==> src/rtl/awaddr_axi_aw_issuer.sv <==
// ---------------------------------------------------------------------------
// awaddr_axi_aw_issuer
//
// Purpose:
//   Drains write-burst descriptors ({awlen, awaddr}) from the AW-address FIFO
//   and issues them on the AXI AW channel toward the DDR controller. The FIFO
//   has a one-cycle read latency. A two-entry prefetch buffer hides that
//   latency. Outstanding writes are counted against the B channel, and every
//   AW handshake is announced to the W-channel sequencer with a one-cycle
//   pulse.
//
// Ports:
//   clk, rst_n        single clock, asynchronous active-low reset
//   fifo_rd_data      FIFO read data {awlen[7:0], addr[ADDR_W-1:0]}, valid the
//                     cycle after fifo_rd_en
//   fifo_rd_empty     FIFO empty flag
//   fifo_rd_en        FIFO pop request
//   axi_aw*           AXI AW channel (id/size/burst are constants)
//   axi_bvalid/bresp  AXI B channel inputs; axi_bready is held high after reset
//   aw_issued         one-cycle pulse per AW handshake
//   aw_issued_len     awlen of the burst just issued, valid with aw_issued
//   outstanding       AW handshakes still waiting for a B response
//   wr_resp_err       sticky flag for any SLVERR/DECERR response
//   idle              buffer empty, no read in flight, nothing outstanding
// ---------------------------------------------------------------------------
module awaddr_axi_aw_issuer #(
  parameter int unsigned     ADDR_W          = 24,
  parameter int unsigned     ID_W            = 4,
  parameter logic [ID_W-1:0] AW_ID           = {ID_W{1'b0}},
  parameter logic [2:0]      AW_SIZE         = 3'b011,
  parameter int unsigned     MAX_OUTSTANDING = 8
) (
  input  logic              clk,
  input  logic              rst_n,
  input  logic [ADDR_W+7:0] fifo_rd_data,
  input  logic              fifo_rd_empty,
  output logic              fifo_rd_en,
  output logic [ID_W-1:0]   axi_awid,
  output logic [ADDR_W-1:0] axi_awaddr,
  output logic [7:0]        axi_awlen,
  output logic [2:0]        axi_awsize,
  output logic [1:0]        axi_awburst,
  output logic              axi_awvalid,
  input  logic              axi_awready,
  input  logic              axi_bvalid,
  input  logic [1:0]        axi_bresp,
  output logic              axi_bready,
  output logic              aw_issued,
  output logic [7:0]        aw_issued_len,
  output logic [7:0]        outstanding,
  output logic              wr_resp_err,
  output logic              idle
);

  localparam int unsigned ENTRY_W   = ADDR_W + 8;
  localparam logic [7:0]  MAX_OUT_C = MAX_OUTSTANDING[7:0];

  typedef enum logic {
    AW_IDLE  = 1'b0,
    AW_VALID = 1'b1
  } aw_state_e;

  // Registered state
  logic               run_r;          // low in reset, high from the first edge after release
  logic               rd_inflight_r;  // last cycle's fifo_rd_en: data is on fifo_rd_data now
  logic [ENTRY_W-1:0] buf_mem_r [2];
  logic               head_r;
  logic               tail_r;
  logic [1:0]         buf_count_r;
  aw_state_e          aw_state_r;
  logic [ADDR_W-1:0]  awaddr_r;
  logic [7:0]         awlen_r;
  logic [7:0]         outstanding_r;
  logic               aw_issued_r;
  logic [7:0]         aw_issued_len_r;
  logic               wr_resp_err_r;
  logic               idle_r;

  // Combinational signals
  logic               rd_en_s;
  logic               aw_hs_s;
  logic               b_hs_s;
  logic               resp_err_s;
  logic               buf_push_s;
  logic               buf_pop_s;
  logic [1:0]         buf_count_nxt_s;
  logic [1:0]         buf_remain_s;
  logic               head_sel_s;
  logic [ENTRY_W-1:0] next_entry_s;
  logic               out_inc_s;
  logic               out_dec_s;
  logic [7:0]         outstanding_nxt_s;
  aw_state_e          aw_state_nxt_s;
  logic [ADDR_W-1:0]  awaddr_nxt_s;
  logic [7:0]         awlen_nxt_s;
  logic               idle_nxt_s;

  // Handshake decode and prefetch credit. The credit counts a read that is
  // still in flight, so a pop only frees a slot once its data has landed.
  always_comb begin
    rd_en_s    = 1'b0;
    aw_hs_s    = 1'b0;
    b_hs_s     = 1'b0;
    resp_err_s = 1'b0;
    if (run_r && !fifo_rd_empty &&
        (({1'b0, buf_count_r} + {2'b00, rd_inflight_r}) < 3'd2)) begin
      rd_en_s = 1'b1;
    end else begin
      rd_en_s = 1'b0;
    end
    aw_hs_s    = (aw_state_r == AW_VALID) && axi_awready;
    b_hs_s     = axi_bvalid && run_r;
    resp_err_s = b_hs_s && ((axi_bresp == 2'b10) || (axi_bresp == 2'b11));
  end

  // Prefetch buffer bookkeeping: push on landing read data, pop on AW handshake.
  always_comb begin
    buf_push_s      = rd_inflight_r;
    buf_pop_s       = aw_hs_s;
    buf_count_nxt_s = buf_count_r;
    case ({buf_push_s, buf_pop_s})
      2'b10:   buf_count_nxt_s = buf_count_r + 2'd1;
      2'b01:   buf_count_nxt_s = buf_count_r - 2'd1;
      default: buf_count_nxt_s = buf_count_r;
    endcase
    // Entries eligible for the next AW decision exclude data landing this
    // cycle; that entry is only visible once it sits in the buffer.
    buf_remain_s = buf_count_r - {1'b0, buf_pop_s};
    head_sel_s   = buf_pop_s ? ~head_r : head_r;
    next_entry_s = buf_mem_r[head_sel_s];
  end

  // Outstanding counter update; increment is blocked at the limit and a
  // stray B response at zero leaves the count at zero.
  always_comb begin
    out_inc_s         = aw_hs_s && (outstanding_r < MAX_OUT_C);
    out_dec_s         = b_hs_s && (outstanding_r != 8'd0);
    outstanding_nxt_s = outstanding_r;
    case ({out_inc_s, out_dec_s})
      2'b10:   outstanding_nxt_s = outstanding_r + 8'd1;
      2'b01:   outstanding_nxt_s = outstanding_r - 8'd1;
      default: outstanding_nxt_s = outstanding_r;
    endcase
  end

  // AW channel next state. The limit is checked against the post-update
  // count so a handshake this cycle cannot push the count past the limit.
  always_comb begin
    aw_state_nxt_s = aw_state_r;
    awaddr_nxt_s   = awaddr_r;
    awlen_nxt_s    = awlen_r;
    case (aw_state_r)
      AW_IDLE: begin
        if ((buf_count_r != 2'd0) && (outstanding_nxt_s < MAX_OUT_C)) begin
          aw_state_nxt_s = AW_VALID;
          awaddr_nxt_s   = next_entry_s[ADDR_W-1:0];
          awlen_nxt_s    = next_entry_s[ENTRY_W-1:ADDR_W];
        end else begin
          aw_state_nxt_s = AW_IDLE;
        end
      end
      AW_VALID: begin
        if (axi_awready) begin
          if ((buf_remain_s != 2'd0) && (outstanding_nxt_s < MAX_OUT_C)) begin
            aw_state_nxt_s = AW_VALID;
            awaddr_nxt_s   = next_entry_s[ADDR_W-1:0];
            awlen_nxt_s    = next_entry_s[ENTRY_W-1:ADDR_W];
          end else begin
            aw_state_nxt_s = AW_IDLE;
          end
        end else begin
          // Payload is frozen while waiting for awready.
          aw_state_nxt_s = AW_VALID;
        end
      end
      default: begin
        aw_state_nxt_s = AW_IDLE;
      end
    endcase
  end

  // Idle is true when nothing is buffered, in flight or outstanding.
  always_comb begin
    if ((buf_count_nxt_s == 2'd0) && !rd_en_s && (outstanding_nxt_s == 8'd0)) begin
      idle_nxt_s = 1'b1;
    end else begin
      idle_nxt_s = 1'b0;
    end
  end

  // Run enable and in-flight read tracking.
  always_ff @(posedge clk or negedge rst_n) begin
    if (!rst_n) begin
      run_r         <= 1'b0;
      rd_inflight_r <= 1'b0;
    end else begin
      run_r         <= 1'b1;
      rd_inflight_r <= rd_en_s;
    end
  end

  // Prefetch buffer storage and pointers.
  always_ff @(posedge clk or negedge rst_n) begin
    if (!rst_n) begin
      buf_mem_r[0] <= {ENTRY_W{1'b0}};
      buf_mem_r[1] <= {ENTRY_W{1'b0}};
      head_r       <= 1'b0;
      tail_r       <= 1'b0;
      buf_count_r  <= 2'd0;
    end else begin
      if (buf_push_s) begin
        buf_mem_r[tail_r] <= fifo_rd_data;
        tail_r            <= ~tail_r;
      end
      if (buf_pop_s) begin
        head_r <= ~head_r;
      end
      buf_count_r <= buf_count_nxt_s;
    end
  end

  // AW channel state and payload registers.
  always_ff @(posedge clk or negedge rst_n) begin
    if (!rst_n) begin
      aw_state_r <= AW_IDLE;
      awaddr_r   <= {ADDR_W{1'b0}};
      awlen_r    <= 8'd0;
    end else begin
      aw_state_r <= aw_state_nxt_s;
      awaddr_r   <= awaddr_nxt_s;
      awlen_r    <= awlen_nxt_s;
    end
  end

  // Issue notification, outstanding count, error flag and idle.
  always_ff @(posedge clk or negedge rst_n) begin
    if (!rst_n) begin
      aw_issued_r     <= 1'b0;
      aw_issued_len_r <= 8'd0;
      outstanding_r   <= 8'd0;
      wr_resp_err_r   <= 1'b0;
      idle_r          <= 1'b1;
    end else begin
      aw_issued_r <= aw_hs_s;
      if (aw_hs_s) begin
        aw_issued_len_r <= awlen_r;
      end
      outstanding_r <= outstanding_nxt_s;
      if (resp_err_s) begin
        wr_resp_err_r <= 1'b1;
      end
      idle_r <= idle_nxt_s;
    end
  end

  assign fifo_rd_en    = rd_en_s;
  assign axi_awid      = AW_ID;
  assign axi_awaddr    = awaddr_r;
  assign axi_awlen     = awlen_r;
  assign axi_awsize    = AW_SIZE;
  assign axi_awburst   = 2'b01;
  assign axi_awvalid   = (aw_state_r == AW_VALID);
  assign axi_bready    = run_r;
  assign aw_issued     = aw_issued_r;
  assign aw_issued_len = aw_issued_len_r;
  assign outstanding   = outstanding_r;
  assign wr_resp_err   = wr_resp_err_r;
  assign idle          = idle_r;

  awaddr_axi_aw_issuer_chk u_chk (
    .clk         (clk),
    .rst_n       (rst_n),
    .b_hs        (b_hs_s),
    .outstanding (outstanding_r),
    .buf_count   (buf_count_r)
  );

endmodule

// ---------------------------------------------------------------------------
// awaddr_axi_aw_issuer_chk
//
// Purpose: protocol and structural checks for awaddr_axi_aw_issuer.
// Ports:
//   clk, rst_n    clock and reset of the checked block
//   b_hs          B-channel handshake
//   outstanding   current outstanding count
//   buf_count     prefetch buffer occupancy
// ---------------------------------------------------------------------------
module awaddr_axi_aw_issuer_chk (
  input logic       clk,
  input logic       rst_n,
  input logic       b_hs,
  input logic [7:0] outstanding,
  input logic [1:0] buf_count
);

  // A B response with nothing outstanding is a downstream protocol error.
  a_b_without_aw : assert property (@(posedge clk) disable iff (!rst_n)
    b_hs |-> (outstanding != 8'd0));

  // The credit rule keeps the two-entry buffer from overflowing.
  a_buf_bound : assert property (@(posedge clk) disable iff (!rst_n)
    buf_count <= 2'd2);

endmodule
==> config.mk <==
export PLATFORM = sky130hd
export DESIGN_NAME = awaddr_axi_aw_issuer
export DESIGN_NICKNAME = d
export VERILOG_FILES = /design/src/rtl/awaddr_axi_aw_issuer.sv
export SDC_FILE = /design/constraint.sdc
export NUM_CORES = 1
export LEC_CHECK = 0
export ABC_AREA = 1
export BUFFER_PORTS_ARGS = -buffer_cell sky130_fd_sc_hd__buf_2
export CORE_AREA = 3 3 104 106
export DETAILED_ROUTE_END_ITERATION = 8
export DIE_AREA = 0 0 107 109
export GPL_TIMING_DRIVEN = 0
export PLACE_DENSITY_LB_ADDON = 0.08
export SLEW_MARGIN = 20
export SYNTH_ARGS = -nofsm -noshare
export SYNTH_HDL_FRONTEND = slang
export SYNTH_SLANG_ARGS = --single-unit
==> constraint.sdc <==
create_clock -name clk -period 3.64 [get_ports clk]
set_input_delay 0.364 -clock clk [delete_from_list [all_inputs] [get_ports clk]]
set_output_delay 0.364 -clock clk [all_outputs]
set_load 0.02 [all_outputs]
* Yosys cells after proc, flatten, opt, wreduce, memory -nomap -nowiden
Index checks and enable logic that the tools add are counted.
** Operators by class
- $add $sub $neg :: 6
- Order comparisons :: 6
- Eq/ne operators :: 9
- Mux-type cells :: 23
- Bitwise gates (word level) :: 5
- Reductions and logical operators :: 21
** Operator list (number)
- two-way mux 32 bit :: 4
- two-way mux 24 bit :: 3
- bitwise mux 64 bit :: 1
- case mux 24 bit (2 select lines) :: 1
- demux 32 bit (select 1 bit) :: 1
- case mux 8 bit (2 select lines) :: 2
- two-way mux 8 bit :: 3
- < comparator 8 x 4 -> 1 bit (second input constant) :: 2
- logical AND 1 bit :: 12
- adder 8 x 1 -> 8 bit (second input constant) :: 1
- == test 2 bit (second input constant) :: 4
- logical NOT 8 bit :: 1
- nonzero test 8 bit :: 1
- subtractor 8 x 1 -> 8 bit (second input constant) :: 1
- two-way mux 1 bit :: 6
- == test 2 x 1 -> 1 bit (second input constant) :: 2
- >= comparator 2 bit (second input constant) :: 2
- inequality test 2 bit (second input constant) :: 2
- NOT 1 -> 2 bit :: 2
- case mux 2 bit (2 select lines) :: 1
- nonzero test 2 bit :: 2
- adder 2 x 1 -> 3 bit :: 1
- < comparator 3 x 2 -> 1 bit (second input constant) :: 1
- NOT 1 bit :: 3
- other kinds (10) :: 11
** Storage, ports and cells
- Bits in registers :: 122
- Bits of input ports :: 39
- Output and inout port bits :: 63
- Word-level logic and storage cells :: 85

* Depth between registers and ports, before layout
- Depth after elaboration :: 9
- Gate-level depth with buffers :: 21

* Least setup slack after synthesis
OpenSTA, ideal clock, no wires.
- Kind :: reg-to-reg
- From :: reg aw_state_r, in the netlist axi_awvalid
- To :: reg awlen_r[6], in the netlist axi_awlen[6]
- Setup time :: 0.118 ns
- Arrival time :: 2.779 ns
- Slack :: 0.743 ns
- Cell stages (with the launch flop) :: 19
- Buffers on the path :: 2
- Clock period less this slack :: 2.897 ns
- Path through :: dfrtp_1 -> nand2_1 -> inv_1 -> clkbuf_1 -> nand3b_1 -> ha_1 -> ha_1 -> or2_1 -> nand3_2 -> nand2_1 -> nand2_1 -> nand3_1 -> nand2_1 -> nand2_2 -> nor2_8 -> nand3_4 -> buf_6 -> nand2_1 -> nand2_1
** Between the ends
- Longest elaborated chain between the ends :: 9
- Elaborated cells on any way between the ends :: 24
- Classes of those cells :: add/sub (1); order compare (1); eq/ne (5); mux (9); bitwise (2); reduce/logical (6)
** RTL lines
- from (decl) :: line 70 : aw_state_e aw_state_r;
- from (signal assigned) :: line 229 : aw_state_r <= aw_state_nxt_s;
- logical AND 1 bit * :: line 111 : aw_hs_s = (aw_state_r == AW_VALID) && axi_awready;
- named net aw_hs_s :: line 81 : logic aw_hs_s;
- parallel branches: the longest is 8 deep, another holds < comparator 8 x 4 -> 1 bit
- to (signal assigned) :: line 231 : awlen_r <= awlen_nxt_s;
- to (decl) :: line 72 : logic [7:0] awlen_r;
Mark *: on every way through the listed nets, which the timed path passes. The select of a mux whose other input is x is not followed.
A chain may end at the register's enable or synchronous reset.

* Final worst setup path
- From :: reg aw_state_r, in the netlist axi_awvalid
- To :: reg awaddr_r[14], in the netlist axi_awaddr[14]
** Between the ends
- Elaborated cells on any way between the ends :: 24
- Classes of those cells :: add/sub (1); order compare (1); eq/ne (5); mux (9); bitwise (2); reduce/logical (6)
** RTL lines
- logical AND 1 bit * :: line 111
- named net aw_hs_s :: line 81
- logical AND 1 bit * :: line 136 : out_inc_s = aw_hs_s && (outstanding_r < MAX_OUT_C);
- == test 2 x 1 -> 1 bit / == test 2 bit (equally long branches) :: line 139 : case ({out_inc_s, out_dec_s})
- case mux 8 bit (2 select lines) * :: line 139
- named net outstanding_nxt_s[4] :: line 92 : logic [7:0] outstanding_nxt_s;
- < comparator 8 x 4 -> 1 bit * :: line 154, 164
- logical AND 1 bit (on tied branches) :: line 154, 164
- inequality test 2 bit (no line) / inequality test 2 x 1 -> 1 bit (equally long branches)
- AND reduction 3 bit (no line) *
- to (signal assigned) :: line 226 : awaddr_r <= {ADDR_W{1'b0}};
- to (signal assigned) :: line 230 : awaddr_r <= awaddr_nxt_s;
- to (decl) :: line 71 : logic [ADDR_W-1:0] awaddr_r;
Mark *: on every way through the listed nets, which the timed path passes. The rest lies on a longest branch. The select of a mux whose other input is x is not followed.

==> results.md <==
* Total track usage at 0.237
* Tightest Pin Transition at 0.688 ns
* Sequential element share of the synthesized area at 0.545
* Reg2reg end: axi_awaddr[14]
* Routability cong. at 0.823
* Routed wire length at 13100 um
* Mapped Area at 0.00560 sq mm
* Total congestion overflow at 0
* Worst Path Required at 4.04 ns
* Met2 Wirelength at 6220 um
* Fin nets at 843
* Yosys warning total at 0
* Max-slew violations at 0
* CP arrival at 3.73 ns
* Clock slew at reported path FFs at 0.06 ns
* CP startpoint kind: register
* Max Used Layer: met4
* Global-route wire length before repair at 21700 um
* Initial antenna violation count at 0
* RSZ-0062 raised after global routing: false
* Syn Inst Count at 675
* VDD IR-drop max at 0.000483 V
* Clock Skew at 0.0117 ns
* FF-to-FF path depth at 20
* Effective utilization at floorplan at 0.568
* Register-to-register setup slack at 0.32 ns
* Antenna-violating nets left at 0
* Non-Filler Instances at 940
* Drt wl/cell at 13.9 um
* Setup_tns at 0 ns
* Latest clock arrival within the worst-skew pair at 0.52 ns
* Crit. End Element: register
* Commonest cells after routing, fill and taps aside: 289 x nand2_1, 121 x dfrtp_1, 93 x buf_2, 67 x o21ai_0, 59 x inv_1
* # setup viols final at 0
* FP Rows at 36
* Top-level port count at 102
* Final Hold Viols at 0
* Worst-path cell chain: nand2_1 -> inv_1 -> clkbuf_1 -> nand3b_1 -> ha_1 -> inv_1 -> fa_1 -> inv_1 -> nand2_1 -> nand2_1 -> nand3_1 -> nand3_1 -> nand2_1 -> nor2_4 -> nand3_4 -> nor2_8 -> nand3_4 -> buf_6 -> nand2_1 -> nand2_1
* Status: finished clean
* Vias per cell at 5.12
* Crit Reg-Reg Startpoint: axi_awvalid
* Commonest non-fill, non-tap cell in the layout: nand2_1
* Flops & latches, synth at 122
* H-tree depth at 4
* Die height at 109 um
* Clk buf depth at 2
* EDFF count, synth at 0
* Initial DRC Count at 338
* Syn Area/Cell at 8.29 sq um
* Total core area at 0.00986 sq mm
* CTS tree: yes
* Hold Crit Class: in2reg
* Cell repeated most along the worst path: nand2_1
* Tmin final at 3.32 ns
* LEAKAGE at 3.79 nW
* Maximum clock rate at 301 MHz
* Crit Path Class: reg2reg
* Fraction of layout cells with a size suffix above 1 at 0.191
* Distinct cells, synth at 33
* CTS buffer count at 17
* Diodes inserted at 0
* Dpl cells at 908
* Most used DFF post-synth: dfrtp_1
* PortBufs at 91
* WL met1 at 5970 um
* Detail Route met3 WL at 811 um
* Period utilisation layout at 0.913
* Slowest cell on the critical path: fa_1
* # clock sinks at 122
* Number of remaining DRC errors at 0
* Die outline width at 107 um
* Router iterations before antenna repair at 4
* # fillers at 840
* CTS Root Cell: clkbuf_8
* Hpwl dp at 8870 um
* Via count at 4812
* Min-Delay Path Depth at 2
* Beginning of the worst hold path: fifo_rd_empty
* Max_cap viols at 0
* Slew headroom at 0.542
* CP max stage delay at 0.40 ns
* Area delta synth->final at 22.8%
* Number of global-route vias before repair at 4619
* Synth async-reset ratio at 1.00
* Crit path max fanout at 11
* DIE AREA at 0.0117 sq mm
* Setup bufs post-CTS at 0
* Hold Path Sink: buf_push_s
* Power per cell area at 950 mW/mm^2
* Largest net degree at the start of global routing at 75
## what timing repair did
| item | 4_1_cts | 5_1_grt |
|---|---|---|
| endpoints found under the hold margin | 72 | 0 |
| hold buffers | 1 | 0 |
| resized for setup | 0 | 0 |
## state kept, by name, summed over array words and instances (netlist names)
signal and flops:
wr_resp_err 1, idle 1, aw_issued 1, buf_count_r 2
aw_issued_len 8, outstanding 8, axi_awvalid 1, axi_awlen 8
head_r 1, axi_bready 1, axi_awaddr 24, tail_r 1
buf_mem_r 64, buf_push_s 1
## worst max-delay path by stage
| stage | from | endpoint | slack, ns | cells after the start |
|---|---|---|---|---|
| 2_1_floorplan | axi_awvalid | axi_awlen[6] | 0.74 | 18 |
| 3_3_place_gp | axi_awready | axi_awaddr[9] | 0.32 | 19 |
| 3_5_place_dp | axi_awready | axi_awaddr[14] | 0.25 | 19 |
| 4_1_cts | axi_awvalid | axi_awaddr[14] | 0.31 | 20 |
| 5_1_grt | axi_awvalid | axi_awaddr[11] | 0.03 | 20 |
| 6_report | axi_awvalid | axi_awaddr[14] | 0.32 | 20 |
## kinds of logic (layout without fill, tap and decap cells)
group / Yosys count / after routing / share of synthesized area
buffers and inverters: 104 / 228 / 0.0825
AOI/OAI and AO/OA: 77 / 77 / 0.0706
adders and majority gates: 9 / 9 / 0.0215
DFF: 122 / 122 / 0.545
xor gates and xnor gates: 4 / 4 / 0.00626
other: 2 / 10 / 0.00134
and+or+nand+nor: 357 / 357 / 0.272
## report_power, final
part           leakage, nW  total [mW]  switching, mW  internal [mW]
Clock                0.286        1.64          0.589           1.05
Combinational         2.04        2.48           1.65          0.830
Sequential            1.46        2.41          0.393           2.02
## metal layers
layer / global-route usage / vias up
met5: 0 / -
met4: 0.0594 / 0
met3: 0.0639 / 10
met2: 0.381 / 168
met1: 0.325 / 2265
li1: - / 2369
## metrics by stage
step / utilization / setup WS (ns) / instance area, sq um / power (mW) / hold slack, ns
detailed placement: 0.637 / 0.248 / 6280 / 4.88 / 0.437
global placement: 0.634 / 0.318 / 6250 / 4.79 / 0.447
floorplan: - / 0.743 / 5630 / 4.10 / 0.0684
finish: 0.697 / 0.316 / 6880 / 6.53 / 0.0204
global route: 0.697 / 0.0300 / 6880 / 7.03 / 0.0141
CTS: 0.697 / 0.310 / 6880 / 6.55 / 0.0146
## Yosys cell counts (5+ instances only)
master,instances,share of area
nand4_1,32,0.036
nand3_1,16,0.014
dfrtp_1,121,0.54
inv_1,59,0.040
buf_4,12,0.016
o21ai_0,67,0.060
ha_1,8,0.018
nor2_1,5,0.0034
a21oi_1,7,0.0063
nand2_1,289,0.19
clkbuf_1,25,0.017
## final cells by class
| cell class | instances | area [sq um] | share of cell area |
|---|---|---|---|
| Timing Repair Buffer | 93 | 499 | 0.0726 |
| Multi-Input combinational cell | 457 | 2110 | 0.307 |
| Inverter | 60 | 225 | 0.0328 |
| Tap cell | 133 | 166 | 0.0242 |
| Buffer | 44 | 236 | 0.0344 |
| Clock inverter | 13 | 153 | 0.0222 |
| Clock buffer | 18 | 428 | 0.0622 |
| Sequential cell | 122 | 3050 | 0.444 |
## worst max-delay path, delay by kind of cell, from the launching register on
family / cells / cell delay (ns)
simple gates: 13 / 1.34
fa+ha+maj: 2 / 0.77
buf+inv: 5 / 0.70
flops: 1 / 0.39
Note: power is estimated with default switching activity, not from simulation.
